[src/rtl/apb_uart_rx_pkg.sv]
// apb_uart_rx_pkg: register offsets, status bit positions and receiver states
package apb_uart_rx_pkg;
  localparam logic [1:0] REG_DATA = 2'd0;
  localparam logic [1:0] REG_STATUS = 2'd1;
  localparam logic [1:0] REG_COUNT = 2'd2;
  localparam int ST_NOT_EMPTY = 0;
  localparam int ST_FULL = 1;
  localparam int ST_OVERRUN = 2;
  localparam int ST_FRAME_ERR = 3;
  typedef enum logic [1:0] {IDLE, START, DATA, STOP} rx_state_e;
endpackage

[src/rtl/uart_rx_fifo.sv]
// uart_rx_fifo: byte FIFO, extra pointer MSB distinguishes full from empty
module uart_rx_fifo #(
  parameter int ADDR_EXP = 4
) (
  input  logic                clk,
  input  logic                reset,
  input  logic                push,
  input  logic                pop,
  input  logic [7:0]          din,
  output logic [7:0]          dout,
  output logic                full,
  output logic                empty,
  output logic [ADDR_EXP:0]   count
);
  logic [7:0] mem [2**ADDR_EXP];
  logic [ADDR_EXP:0] wptr, rptr;
  logic do_push, do_pop;
  assign empty = wptr == rptr;
  assign full = (wptr[ADDR_EXP] != rptr[ADDR_EXP]) && (wptr[ADDR_EXP-1:0] == rptr[ADDR_EXP-1:0]);
  assign count = wptr - rptr;
  assign dout = mem[rptr[ADDR_EXP-1:0]];
  assign do_pop = pop & ~empty;
  // a full FIFO still accepts a push when the head leaves on the same edge
  assign do_push = push & (~full | do_pop);
  always_ff @(posedge clk or posedge reset) begin
    if (reset) begin
      wptr <= '0;
      rptr <= '0;
    end else begin
      wptr <= do_push ? wptr + 1'b1 : wptr;
      rptr <= do_pop ? rptr + 1'b1 : rptr;
    end
  end
  always_ff @(posedge clk) begin
    if (do_push) mem[wptr[ADDR_EXP-1:0]] <= din;
  end
endmodule

[src/rtl/apb_uart_rx.sv]
// apb_uart_rx: 8N1 UART receiver with byte FIFO and APB data/status/count registers
module apb_uart_rx
  import apb_uart_rx_pkg::*;
#(
  parameter int BUS_WIDTH = 16,
  parameter int DATA_WIDTH = 16,
  parameter int CLKS_PER_BIT = 434,
  parameter int ADDR_EXP = 4
) (
  input  logic                  clk,
  input  logic                  reset,
  input  logic [BUS_WIDTH-1:0]  S_PADDR,
  input  logic                  S_PWRITE,
  input  logic                  S_PSELx,
  input  logic                  S_PENABLE,
  input  logic [DATA_WIDTH-1:0] S_PWDATA,
  output logic [DATA_WIDTH-1:0] S_PRDATA,
  output logic                  S_PREADY,
  input  logic                  rx_wire,
  output logic                  rx_irq
);
  localparam int CW = $clog2(CLKS_PER_BIT);
  localparam logic [CW-1:0] HALF = CW'(CLKS_PER_BIT / 2 - 1);
  localparam logic [CW-1:0] LAST = CW'(CLKS_PER_BIT - 1);
  logic sync1, sync2;
  rx_state_e state, state_n;
  logic [CW-1:0] cnt;
  logic [2:0] bit_idx;
  logic [7:0] shreg, head;
  logic cnt_clr, shift_en, push_req, frame_bad;
  logic overrun, frame_err, full, empty, pop, wr_status, access;
  logic [ADDR_EXP:0] count;
  logic [DATA_WIDTH-1:0] status;
  logic [1:0] addr;
  logic unused_bits;
  assign unused_bits = ^{S_PADDR[BUS_WIDTH-1:2], S_PWDATA[DATA_WIDTH-1:4], S_PWDATA[1:0]};
  assign addr = S_PADDR[1:0];
  assign access = S_PSELx & S_PENABLE;
  assign S_PREADY = access;
  assign pop = access & ~S_PWRITE & (addr == REG_DATA);
  assign wr_status = access & S_PWRITE & (addr == REG_STATUS);
  assign rx_irq = ~empty;
  always_ff @(posedge clk or posedge reset) begin
    if (reset) begin
      sync1 <= 1'b1;
      sync2 <= 1'b1;
      state <= IDLE;
    end else begin
      sync1 <= rx_wire;
      sync2 <= sync1;
      state <= state_n;
    end
  end
  always_comb begin
    state_n = state;
    cnt_clr = 1'b0;
    shift_en = 1'b0;
    push_req = 1'b0;
    frame_bad = 1'b0;
    case (state)
      IDLE: begin
        cnt_clr = ~sync2;
        state_n = sync2 ? IDLE : START;
      end
      START: if (cnt == HALF) begin
        cnt_clr = 1'b1;
        state_n = sync2 ? IDLE : DATA;
      end
      DATA: if (cnt == LAST) begin
        cnt_clr = 1'b1;
        shift_en = 1'b1;
        state_n = (bit_idx == 3'd7) ? STOP : DATA;
      end
      STOP: if (cnt == LAST) begin
        cnt_clr = 1'b1;
        push_req = sync2;
        frame_bad = ~sync2;
        state_n = IDLE;
      end
      default: state_n = IDLE;
    endcase
  end
  // sticky flags: a new event wins over a software clear on the same edge
  always_ff @(posedge clk or posedge reset) begin
    if (reset) begin
      cnt <= '0;
      bit_idx <= '0;
      shreg <= '0;
      overrun <= 1'b0;
      frame_err <= 1'b0;
    end else begin
      cnt <= cnt_clr ? '0 : cnt + 1'b1;
      bit_idx <= (state != DATA) ? 3'd0 : shift_en ? bit_idx + 3'd1 : bit_idx;
      shreg <= shift_en ? {sync2, shreg[7:1]} : shreg;
      overrun <= (push_req & full & ~pop) | (overrun & ~(wr_status & S_PWDATA[ST_OVERRUN]));
      frame_err <= frame_bad | (frame_err & ~(wr_status & S_PWDATA[ST_FRAME_ERR]));
    end
  end
  uart_rx_fifo #(.ADDR_EXP(ADDR_EXP)) u_fifo (
    .clk(clk),
    .reset(reset),
    .push(push_req),
    .pop(pop),
    .din(shreg),
    .dout(head),
    .full(full),
    .empty(empty),
    .count(count)
  );
  always_comb begin
    status = '0;
    status[ST_NOT_EMPTY] = ~empty;
    status[ST_FULL] = full;
    status[ST_OVERRUN] = overrun;
    status[ST_FRAME_ERR] = frame_err;
    S_PRDATA = !S_PSELx ? '0 :
               (addr == REG_DATA) ? DATA_WIDTH'(empty ? 8'h00 : head) :
               (addr == REG_STATUS) ? status :
               (addr == REG_COUNT) ? DATA_WIDTH'(count) : '0;
  end
endmodule

[config.mk]
export PLATFORM = sky130hd
export DESIGN_NAME = apb_uart_rx
export DESIGN_NICKNAME = d
export VERILOG_FILES = /design/src/rtl/apb_uart_rx_pkg.sv /design/src/rtl/uart_rx_fifo.sv /design/src/rtl/apb_uart_rx.sv
export SDC_FILE = /design/constraint.sdc
export NUM_CORES = 1
export LEC_CHECK = 0
export BUFFER_PORTS_ARGS = -buffer_cell sky130_fd_sc_hd__buf_2
export CAP_MARGIN = 15
export CORE_UTILIZATION = 30
export CTS_CLUSTER_SIZE = 14
export DETAILED_ROUTE_END_ITERATION = 12
export PLACE_DENSITY = 0.53
export SYNTH_ARGS = -nofsm -noshare
export SYNTH_HDL_FRONTEND = slang
export SYNTH_SLANG_ARGS = --single-unit
[constraint.sdc]
create_clock -name clk -period 7.12 [get_ports clk]
set_clock_uncertainty 0.05 [all_clocks]
set_input_delay 0.356 -clock clk [delete_from_list [all_inputs] [get_ports clk]]
set_output_delay 0.356 -clock clk [all_outputs]
set_load 0.05 [all_outputs]
# Word level (Yosys, flattened, before mapping)
# Memories as Yosys holds them, arrays and structs flattened.
# Cells that the tools add are included.
# totals
regBits	36
latchBits	0
ramBits	128
mem_bits_ro	0
out_inout_bits	18
word_cells	85
n_memories	1
# mem_list
name	words	width	rd	rd_ports_with_merged_regs	write_ports	line_no	rtl
u_fifo.mem	16	8	1	0	1	uart_rx_fifo.sv:15	logic [7:0] mem [2**ADDR_EXP];
# classes
n_addsub	5
multipliers	0
n_div	0
order_cmp	0
eq_ne	15
shifts	0
mux	25
bitwise	23
n_reduce_logical	6
# ops
operator	count
8-bit two-way mux	3
1-bit AND	13
1-bit two-way mux	11
5-bit by 1-bit adder with 5-bit output (second input constant)	2
5-bit two-way mux	2
9-bit by 1-bit adder with 9-bit output (second input constant)	1
9-bit by 8-bit == test with 1-bit output (second input constant)	1
9-bit == test (second input constant)	1
9-bit two-way mux	1
2-bit two-way mux	4
2-bit != test (second input constant)	4
2-bit case mux with 4 select lines	1
1-bit NOT	7
2-bit == test (second input constant)	3
3-bit two-way mux	2
5-bit == test	1
5-bit subtractor	1
2-bit by 1-bit == test with 1-bit output (second input constant)	2
4-bit == test	1
2-bit zero test	2
3-bit by 1-bit adder with 3-bit output (second input constant)	1
3-bit == test (second input constant)	1
1-bit bitwise OR	3
1-bit case mux with 3 select lines	1
other kinds (5)	5

# Logic depth before layout (Yosys ltp)
# depth
word_depth	8
ltp_mapped	10

# By module
# Synthesis repeated with hierarchy kept, for this count alone.
# hier_totals
hier_cells	456
area_unflattened_um2	7245.7
# by_module_without_submodules
module	n_inst	cells_each	area_each_um2	seq_area_each_um2
uart_rx_fifo	1	299	5695.5	4093.9
apb_uart_rx	1	157	1550.2	653.1

# Worst setup path after synthesis
# Ideal clock, no wire load.
# synth_path
path_kind	reg2out
from	register u_fifo.rptr[2]
to	output port S_PRDATA[5]
arrival_time_ps	3172
slack_ps	3542
path_stages_with_launch	9
cell_sequence	dfrtp_1 -> clkbuf_1 -> buf_2 -> inv_2 -> ha_1 -> and4_1 -> nand2_1 -> nand3_1 -> a211oi_1
# synth_between
elab_chain_len	4
word_cells_on_any_way	5
cone_classes	1 x eq/ne; 3 x mux; 1 x memory
# synth_rtl
item	line_no	rtl
start, declared	uart_rx_fifo.sv:16	logic [ADDR_EXP:0] wptr, rptr;
start signal, assigned	uart_rx_fifo.sv:31	rptr <= do_pop ? rptr + 1'b1 : rptr;
memory 16 x 8 bit / 5-bit == test (equally long branches)	--	
8-bit two-way mux * (2 in series)	apb_uart_rx.sv:117	(addr == REG_DATA) ? DATA_WIDTH'(empty ? 8'h00 : head) :
8-bit two-way mux *	apb_uart_rx.sv:116	S_PRDATA = !S_PSELx ? '0 :
end, declared	apb_uart_rx.sv:17	output logic [DATA_WIDTH-1:0] S_PRDATA,
# Every way passes the cells marked *; elsewhere a longest branch is shown, timed or not.

# Worst setup path after layout
# layout_path
from	register u_fifo.rptr[1]
to	memory u_fifo.mem[5][0], enable pin
# layout_between
elab_chain_len	7
word_cells_on_any_way	10
cone_classes	2 x eq/ne; 2 x mux; 5 x bitwise; 1 x reduce/logical
# layout_rtl
item	line_no	rtl
5-bit == test / 4-bit == test (equally long branches)	uart_rx_fifo.sv:18, uart_rx_fifo.sv:19	
1-bit NOT / 1-bit logical AND (equally long branches)	uart_rx_fifo.sv:22, uart_rx_fifo.sv:19	
1-bit AND / 1-bit NOT (equally long branches)	uart_rx_fifo.sv:22, uart_rx_fifo.sv:24	
1-bit bitwise OR *	uart_rx_fifo.sv:24	assign do_push = push & (~full | do_pop);
1-bit AND *	uart_rx_fifo.sv:24	
1-bit two-way mux *	uart_rx_fifo.sv:35	if (do_push) mem[wptr[ADDR_EXP-1:0]] <= din;
1-bit two-way mux (not written as such) *	uart_rx_fifo.sv:35	
end, declared	uart_rx_fifo.sv:15	
# Marks and branches as above.

==> metrics.md <==
| Metric | Value |
|---|---|
| Wirelength per Cell | `17.7 µm` |
| Worst setup SP type | `flip-flop` |
| Unrepaired setup endpoints after global routing | `false` |
| 1st-pass router iterations | `4` |
| Largest net degree at the start of global routing | `37` |
| IO Pins | `56` |
| Layout cells sized above 1 | `0.231` |
| Worst-Skew Late Latency | `between 0.4 and 0.5 ns` |
| Synth Area in XOR/XNOR | `0.0247` |
| Status | `finished, final reports clean` |
| Die area | `between 20000 and 25000 µm²` |
| Post-DP HPWL | `approximately 9100 µm` |
| Clock sinks | `about 160` |
| Most used DFF post-synth | `edfxtp_1` |
| Die Wd | `155 µm` |
| Yosys reg bits | `164` |
| Vias in the first global route | `a little under 4000` |
| Crit. End Element | `flip-flop` |
| Die H | `approximately 160 µm` |
| Most frequent cells after synthesis | `edfxtp_1 (128), dfrtp_1 (34), nand2_1 (32), nor2_1 (30), mux4_2 (29)` |
| Async SR Flop Fraction | `0.220` |
| Layer with the highest usage | `met2` |
| Port buffer count | `19` |
| Initial DRC Count | `301` |
| Area grow syn2layout | `15.2%` |
| Final period utilization | `0.553` |
| Fillers | `between 2000 and 2500` |
| Slew @ Worst Pin | `1.04 ns` |
| Final nets | `between 500 and 600` |
| Met3 GRT Util | `0.0279` |
| Cell area after placement | `around 7500 µm²` |
| Slew Limit Fails | `0` |
| Tmin final | `between 3 and 4 ns` |
| Mux share of post-synthesis cell area | `0.128` |
| Reg clk slew, reported paths | `about 0.06 ns` |
| Final core occ | `0.355` |
| Final Cell Area | `about 8000 µm²` |
| Cell variety after synth | `56` |
| Root buffer cell | `clkbuf_16` |
| Synthesized area | `around 7000 µm²` |
| Kind of critical path | `flip-flop to flip-flop` |
| Avg Inst Size Synth | `15.9 µm²` |
| Register area share after synthesis | `0.674` |
| ANT nets after route | `0` |
| CTS Buf Count | `17` |
| Hold path endpoint | `overrun$_DFF_PP0_` |
| Bufs and invs on worst path | `2` |
| Area share of the largest cell type after synthesis | `0.546` |
| Mapped Cells | `approximately 440` |
| Crit-path max FO | `31` |
| Postcts setup bufs | `0` |
| Max_slew headroom | `0.305` |
| Min-delay src | `S_PWDATA[2]` |
| Hold Fails Final Rpt | `0` |
| Cell Chain, Critical Path | `buf_4, clkinv_1, ha_1, nand4_1, a311oi_1, nor4_4, nand2_1, nor2_1` |
| Max Cap Viol | `0` |
| Total power | `2.35 mW` |
| Synth Area in Simple Gates | `0.0775` |
| Worst ir drop on vdd | `0.116 mV` |
| Cell taking the most area after synthesis | `edfxtp_1` |
| Critical path data required time | `a little over 7 ns` |
| Residual DRC | `0` |
| Gpl congestion | `~0.80` |
| Hold path depth | `3` |
| Compound-gate portion of the synthesized area | `0.0398` |
| Initial antenna violation count | `0` |
| FF-to-FF path depth | `8` |
| Worst r2r dst | `u_fifo.mem[5][0]$_DFFE_PP_` |
| Clk buf depth | `2` |
| Synth area leaders | `edfxtp_1 (55%), dfrtp_1 (12%), mux4_2 (9.3%), ha_1 (2.5%), mux2_2 (1.9%)` |
| GR met1 Demand/Resource | `0.165` |
| FP Rows | `55` |
| Worst r2r src | `u_fifo.rptr[1]$_DFFE_PP0P_` |
| Top-count cell post-synth | `edfxtp_1` |
| CTS tree | `done` |
| CTS HTree Levels | `4` |
| Met2 Use GR | `0.206` |
| First-pass GRT wire length | `about 23000 µm` |
| Largest family of logic cells by synthesized area | `multiplexers` |
| Setup violators final | `0` |
| Number of flops mapped to enable cells by yosys | `about 130` |
| Gates resized, CTS repair | `0` |
| Register-to-register setup slack | `3.18 ns` |
| Diode count | `0` |
| Family with the most delay on the worst path | `simple AND/OR/NAND/NOR gates` |
| WL final | `approximately 14000 µm` |
| Max incr delay on CP | `~0.83 ns` |
| Routed via count | `between 3000 and 4000` |
| Core ar. | `roughly 23000 µm²` |
| Number of hold buffers added after CTS | `2` |
| CP max stage cell | `nor2_1` |
| Gr ovfl total | `0` |
| Arrival @ worst endpoint | `about 4 ns` |
| Setup TNS Final | `0 ns` |
| Synth warn | `0` |
| Hold Path Class | `input pin to flip-flop` |
| Pwr/cell area | `about 290 nW/µm²` |
| Cell leakage power | `between 3 and 4 nW` |
| Global Route Usage Sum | `0.128` |
| Fraction of the mapped netlist area in adder cells | `0.0277` |
| Max Fclk | `about 0.25 GHz` |
| Initial core utilization | `0.308` |
| Via density per instance | `4.66` |
-- area by class of cell --
| cell class | count | area (µm²) | area share |
|---|---|---|---|
| Clock inverter | 14 | 179 | 0.0221 |
| Sequential cell | 164 | 4750 | 0.585 |
| Timing Repair Buffer | 28 | 168 | 0.0207 |
| Tap cell | 313 | 392 | 0.0483 |
| Multi-Input combinational cell | 245 | 2130 | 0.262 |
| Clock buffer | 18 | 439 | 0.0541 |
| Inverter | 15 | 56.3 | 0.00694 |
-- logic make-up (layout without fill, tap and decap cells) --
family,count (synthesis),count (layout)
buffers and inverters,40,75
adder cells (fa/ha/maj),15,15
flip-flops,164,164
AO/OA/AOI/OAI,42,42
AND/OR/NAND/NOR,109,109
multiplexers,52,52
XOR/XNOR,19,19
other,1,8
-- worst max path at each step --
| stage | from | end | slack, ns | depth (start not counted) |
|---|---|---|---|---|
| after floorplan | u_fifo.rptr[2]$_DFFE_PP0P_ | S_PRDATA[5] | 3.54 | 8 |
| after global placement | u_fifo.rptr[1]$_DFFE_PP0P_ | u_fifo.mem[5][5]$_DFFE_PP_ | 3.20 | 8 |
| after detailed placement | u_fifo.rptr[1]$_DFFE_PP0P_ | u_fifo.mem[5][5]$_DFFE_PP_ | 3.07 | 8 |
| after CTS | u_fifo.rptr[1]$_DFFE_PP0P_ | u_fifo.mem[5][0]$_DFFE_PP_ | 3.06 | 8 |
| after global routing | u_fifo.rptr[1]$_DFFE_PP0P_ | u_fifo.mem[5][0]$_DFFE_PP_ | 2.80 | 8 |
| final | u_fifo.rptr[1]$_DFFE_PP0P_ | u_fifo.mem[5][0]$_DFFE_PP_ | 3.18 | 8 |
-- stage by stage --
step	setup WS (ns)	hold slack, ns	cells
5_1_grt	2.80	0.154	797
6_report	3.18	0.150	797
4_1_cts	3.06	0.127	797
3_3_place_gp	3.20	0.296	763
2_1_floorplan	3.54	0.295	449
3_5_place_dp	3.07	0.300	763
-- placed cells by master (no fill, tap or decap), types with 3 or more instances in the layout --
master,instances
buf_2,19
nand2_1,32
nand3_1,8
bufinv_16,3
clkbuf_16,17
mux2_2,12
o21ai_0,8
xnor2_1,14
mux2i_1,11
ha_1,14
buf_4,7
nor2b_1,4
nor3_1,8
a21oi_1,9
and3_1,6
dfrtp_1,33
conb_1,8
clkinv_4,5
a31oi_1,4
nor2_1,30
nand4_1,4
o22ai_1,3
nand2b_1,4
mux4_2,29
edfxtp_1,128
inv_1,13
a211oi_1,4
xor2_1,4
clkinv_2,3
-- sequential cells by signal, indices dropped and copies added, names as in the netlist, 3 cells and up, named ones only --
register	count
cnt	9
u_fifo.mem	128
u_fifo.wptr	5
u_fifo.rptr	5
bit_idx	3
shreg	8
-- power by group --
part           switching [mW]  internal (mW)  total [mW]
combinational           0.237          0.133       0.370
sequential            0.00653           1.03        1.04
clock                   0.379          0.566       0.945
-- layer usage --
metal,wire [µm],part of all wire
met1,6470,0.46
met4,423,0.030
met5,0,0
met2,6710,0.48
met3,494,0.035
-- worst register-to-register path, delay by kind of cell, from the launching register on --
kind                       cells  cell delay [ns]
DFF                            1             0.33
AOI/OAI and AO/OA              1             0.11
and+or+nand+nor                4             1.73
adders and majority gates      1             0.46
buffers and inverters          2             0.89
No activity file was read; power rests on OpenSTA's default activity.
